<file path="src/rtl/instruction_encoder.sv">
// Instruction encoder: packs ALU/immediate or PC-relative branch requests into 32-bit words,
// tags each word with its byte address and an encoding error code, and emits it via a valid/ready handshake.
module instruction_encoder (
    input  logic        clk,
    input  logic        reset,
    input  logic        pc_load,
    input  logic [31:0] pc_load_value,
    input  logic        in_valid,
    output logic        in_ready,
    input  logic        in_fmt,
    input  logic [4:0]  in_opcode,
    input  logic        in_ibit,
    input  logic [3:0]  in_rd,
    input  logic [3:0]  in_rs1,
    input  logic [31:0] in_imm,
    input  logic [31:0] in_target,
    output logic        out_valid,
    input  logic        out_ready,
    output logic [31:0] out_instruction,
    output logic [31:0] out_addr,
    output logic        out_err,
    output logic [1:0]  err_code,
    output logic [15:0] count
);

    typedef enum logic [1:0] {IDLE, ENCODE, HOLD} state_t;

    state_t      state_q, state_d;
    logic [31:0] addr_q, addr_d;
    logic [15:0] count_q, count_d;
    logic        fmt_q, fmt_d;
    logic [4:0]  opcode_q, opcode_d;
    logic        ibit_q, ibit_d;
    logic [3:0]  rd_q, rd_d;
    logic [3:0]  rs1_q, rs1_d;
    logic [31:0] imm_q, imm_d;
    logic [31:0] target_q, target_d;
    logic        out_valid_q, out_valid_d;
    logic [31:0] out_instruction_q, out_instruction_d;
    logic [31:0] out_addr_q, out_addr_d;
    logic        out_err_q, out_err_d;
    logic [1:0]  err_code_q, err_code_d;

    logic [31:0]        off;
    logic signed [31:0] w;
    logic [31:0]        enc_word;
    logic [1:0]         enc_code;

    assign in_ready        = (state_q == IDLE) && !pc_load && !reset;
    assign out_valid       = out_valid_q;
    assign out_instruction = out_instruction_q;
    assign out_addr        = out_addr_q;
    assign out_err         = out_err_q;
    assign err_code        = err_code_q;
    assign count           = count_q;

    // Encoding works on the captured request and the current address counter.
    always_comb begin
        off      = target_q - addr_q;
        w        = $signed(off) >>> 2;
        enc_word = '0;
        enc_code = 2'b00;
        if (fmt_q) begin
            enc_word = {opcode_q, w[26:0]};
            if (target_q[1:0] != 2'b00) begin
                enc_code = 2'b10;
            end else if ((w[31:26] != '0) && (w[31:26] != '1)) begin
                enc_code = 2'b11;
            end
        end else begin
            enc_word[31:27] = opcode_q;
            enc_word[26]    = ibit_q;
            enc_word[25:22] = rd_q;
            enc_word[21:18] = rs1_q;
            if (ibit_q) begin
                enc_word[17:0] = imm_q[17:0];
                if ((imm_q[31:17] != '0) && (imm_q[31:17] != '1)) begin
                    enc_code = 2'b01;
                end
            end else begin
                enc_word[17:14] = imm_q[3:0];
            end
        end
    end

    always_comb begin
        state_d           = state_q;
        addr_d            = addr_q;
        count_d           = count_q;
        fmt_d             = fmt_q;
        opcode_d          = opcode_q;
        ibit_d            = ibit_q;
        rd_d              = rd_q;
        rs1_d             = rs1_q;
        imm_d             = imm_q;
        target_d          = target_q;
        out_valid_d       = out_valid_q;
        out_instruction_d = out_instruction_q;
        out_addr_d        = out_addr_q;
        out_err_d         = out_err_q;
        err_code_d        = err_code_q;
        case (state_q)
            IDLE: begin
                if (pc_load) begin
                    addr_d = pc_load_value;
                end else if (in_valid && in_ready) begin
                    fmt_d    = in_fmt;
                    opcode_d = in_opcode;
                    ibit_d   = in_ibit;
                    rd_d     = in_rd;
                    rs1_d    = in_rs1;
                    imm_d    = in_imm;
                    target_d = in_target;
                    state_d  = ENCODE;
                end
            end
            ENCODE: begin
                out_instruction_d = enc_word;
                out_addr_d        = addr_q;
                err_code_d        = enc_code;
                out_err_d         = (enc_code != 2'b00);
                out_valid_d       = 1'b1;
                state_d           = HOLD;
            end
            HOLD: begin
                if (out_ready) begin
                    out_valid_d = 1'b0;
                    addr_d      = addr_q + 32'd4;
                    count_d     = count_q + 16'd1;
                    state_d     = IDLE;
                end
            end
            default: begin
                out_valid_d = 1'b0;
                state_d     = IDLE;
            end
        endcase
    end

    always_ff @(posedge clk or posedge reset) begin
        if (reset) begin
            state_q           <= IDLE;
            addr_q            <= '0;
            count_q           <= '0;
            fmt_q             <= 1'b0;
            opcode_q          <= '0;
            ibit_q            <= 1'b0;
            rd_q              <= '0;
            rs1_q             <= '0;
            imm_q             <= '0;
            target_q          <= '0;
            out_valid_q       <= 1'b0;
            out_instruction_q <= '0;
            out_addr_q        <= '0;
            out_err_q         <= 1'b0;
            err_code_q        <= '0;
        end else begin
            state_q           <= state_d;
            addr_q            <= addr_d;
            count_q           <= count_d;
            fmt_q             <= fmt_d;
            opcode_q          <= opcode_d;
            ibit_q            <= ibit_d;
            rd_q              <= rd_d;
            rs1_q             <= rs1_d;
            imm_q             <= imm_d;
            target_q          <= target_d;
            out_valid_q       <= out_valid_d;
            out_instruction_q <= out_instruction_d;
            out_addr_q        <= out_addr_d;
            out_err_q         <= out_err_d;
            err_code_q        <= err_code_d;
        end
    end

endmodule

</file>
<file path="config.mk">
export PLATFORM = sky130hd
export DESIGN_NAME = instruction_encoder
export DESIGN_NICKNAME = d
export VERILOG_FILES = /design/src/rtl/instruction_encoder.sv
export SDC_FILE = /design/constraint.sdc
export NUM_CORES = 1
export LEC_CHECK = 0
export BUFFER_PORTS_ARGS = -buffer_cell sky130_fd_sc_hd__buf_2
export CORE_MARGIN = 2
export CORE_UTILIZATION = 50
export DETAILED_ROUTE_END_ITERATION = 8
export PLACE_DENSITY = 0.83
export SETUP_SLACK_MARGIN = 0.4
export SLEW_MARGIN = 15
export SYNTH_ARGS = -nofsm -noshare
export SYNTH_HDL_FRONTEND = slang
export SYNTH_SLANG_ARGS = --single-unit
</file>
<file path="constraint.sdc">
create_clock -name clk -period 7.35 [get_ports clk]
set_clock_uncertainty 0.15 [all_clocks]
set_input_delay 1.47 -clock clk [delete_from_list [all_inputs] [get_ports clk]]
set_output_delay 1.47 -clock clk [all_outputs]
set_load 0.03 [all_outputs]
</file>
==> results_dict.tcl <==
set metrics [dict create \
    maxCapViolations 0 \
    rsz0062_at_grt "false" \
    cts_buffers 17 \
    nNetsFinal 1367 \
    die-area_sq_mm 0.0216 \
    wl_per_cell_um 17.5 \
    drive_gt1_frac 0.279 \
    num_rows 52 \
    crit_type "in2out" \
    postSynthAreaPerCell_sq_um 9.73 \
    cts_sinks 197 \
    slew_viol_final 0 \
    grt_max_degree 198 \
    clk_pin_slew_ns 0.07 \
    worstReg2RegStart "addr_q[19]" \
    max_freq_mhz 251 \
    die-height_um 147 \
    synthFlopType "dfrtp_1" \
    post-cts-setup-buffers 0 \
    outcome "finished clean" \
    hp-class "reg2reg" \
    htreeDepth 4 \
    syn_inst 1049 \
    synth_enable_flop_cells 0 \
    synthesis.area_sq_mm 0.0102 \
    drc_errors 0 \
    r2r-end "err_code[0]" \
    grt_pass1_vias 8143 \
    first_iter_violations 576 \
    overflow 0 \
    drt-vias-per-instance 5.61 \
    finalInstanceArea_sq_mm 0.0120 \
    fin_crit_ns 3.98 \
    tightest_slew_ns 1.16 \
    power_leakage_uw 0.00566 \
    cp-startpoint "pc_load" \
    cts_hold_buf 0 \
    ant_nets 0 \
    clock_path_buffers 2 \
    portBuffers 200 \
    cts_root_buf "clkbuf_16" \
    powerDensity_mw_per_mm2 358 \
    arrival_ns 2.36 \
    io_pins 201 \
    fp.dieW_um 147 \
    clk_latency_ns 0.43 \
    tritoncts "yes" \
    area_delta_synth_final_pct 17.4 \
    yosys_warnings 0 \
    finalNonFillerCells 1502 \
    place_congestion 0.921 \
    endpoint_kind "output port" \
    antenna_found_initial 0 \
    relSlewSlack 0.227 \
    dpl_cell_area_sq_mm 0.0114 \
    rrSetupSlack_ns 3.71 \
    dp.cells 1470 \
    async_flop_share 1.00 \
    worstRegToRegCells 10 \
    peakVddDrop_mv 0.193 \
    gr-usage-all-layers 0.247 \
    startpoint_type "input pin" \
    post-route-util 0.596 \
    fin_tns_setup_ns 0 \
    grt_pass1_wl_um 42200 \
    cp-endpoint "in_ready" \
    yosysUniqueCellTypes 66 \
    start_util 0.508 \
    setup_viol 0 \
    dp_hpwl_um 19000 \
    drtPass1Iterations 5 \
    cts_resized 0 \
    hold_violations 0 \
    core-area_sq_mm 0.0201 \
    period_share 0.541 \
    seq_area_frac_synth 0.483 \
    cp.required_ns 5.73 \
    crit_fanout 3 \
    diodes 0 \
    syn_nets 1197 \
    drt_wl_total_um 26200 \
    ys_ff_latch 197 \
    num_vias 8428 \
]
==> logic make-up (layout without fill, tap and decap cells) <==
group,count (synthesis),count (layout),share of synthesized area
muxes,94,94,0.103
xor gates and xnor gates,42,42,0.0368
DFF,197,197,0.483
AOI/OAI and AO/OA,255,255,0.152
adders and majority gates,32,32,0.0392
and+or+nand+nor,329,329,0.149
buffers and inverters,100,283,0.0377
==> power by group <==
group	switching, uW	leakage, uW	internal (uW)	total, uW
clock network	425	0.000278	469	894
logic	1160	0.00301	647	1810
registers	204	0.00237	1380	1590
==> per-stage QoR <==
| stage | worst slack [ns] | power, uW | hold slack, ns |
|---|---|---|---|
| final | 3.37 | 4290 | 0.318 |
| after global routing | 3.26 | 4560 | 0.336 |
| after CTS | 3.36 | 4310 | 0.323 |
| after detailed placement | 3.37 | 3410 | 0.309 |
| after global placement | 3.39 | 3350 | 0.291 |
| after floorplan | 3.18 | 2870 | 0.283 |
==> worst max-delay path: stages <==
cell and delay, ns:
buf_2 0.11, nor4_1 0.48, buf_2 0.30
==> flip-flops by register name, summed over array words and instances (netlist names), 4 cells and up <==
signal and cells:
out_addr 32, rs1_q 4, rd_q 4, opcode_q 5
out_instruction 32, target_q 32, imm_q 32, addr_q 32
count 16
==> synthesized netlist by cell type (all sizes together), types with 7 or more instances <==
| master | number | area, sq um |
|---|---|---|
| nor4 | 9 | 56.3 |
| nand3 | 28 | 140 |
| a221oi | 12 | 105 |
| dfrtp | 197 | 4930 |
| nor3 | 24 | 130 |
| nand4 | 23 | 150 |
| inv | 42 | 158 |
| mux2 | 82 | 927 |
| buf | 17 | 73.8 |
| o21ai | 92 | 460 |
| nor2 | 88 | 330 |
| xor2 | 15 | 131 |
| and3 | 7 | 45.1 |
| clkbuf | 41 | 154 |
| a21oi | 89 | 457 |
| nand2 | 116 | 435 |
| xnor2 | 27 | 244 |
| mux2i | 12 | 120 |
| ha | 32 | 400 |
| a21o | 7 | 52.6 |
==> how the worst min path moves through the flow <==
stage,from,to,slack [ns],cells past startpoint
2_1_floorplan,opcode_q[0],out_instruction[27],0.28,2
3_3_place_gp,opcode_q[2],out_instruction[29],0.29,2
3_5_place_dp,count[15],count[15],0.31,1
4_1_cts,count[15],count[15],0.32,1
5_1_grt,out_valid,out_valid,0.34,1
6_report,count[15],count[15],0.32,1
==> area by class of cell <==
class | count | area (sq um)
fillers | 1721 | 8120
well taps | 270 | 338
flip-flops and latches | 197 | 4930
inverters | 42 | 161
clock inverters | 11 | 88.8
multi-input cells | 752 | 4920
repair buffers | 209 | 1080
clock buffers | 21 | 470
==> placed cells by master (no fill, tap or decap), types with 15 or more instances in the layout <==
master / instances
buf_2: 200
o21ai_0: 90
a21oi_1: 88
nand4_1: 22
ha_1: 32
nor2_1: 87
clkbuf_16: 17
xor2_1: 15
nand2_1: 115
inv_1: 41
nand3_1: 28
dfrtp_1: 197
xnor2_1: 26
nor3_1: 22
mux2_2: 81
==> routing by layer <==
metal  wire, um  track usage  vias to the layer above
li1           -            -                     4054
met4        653       0.0856                        0
met2      12900        0.411                      248
met3       1120       0.0407                       37
met5          0            0                        -
met1      11600        0.332                     4089
(Power assumes the default switching activity.)
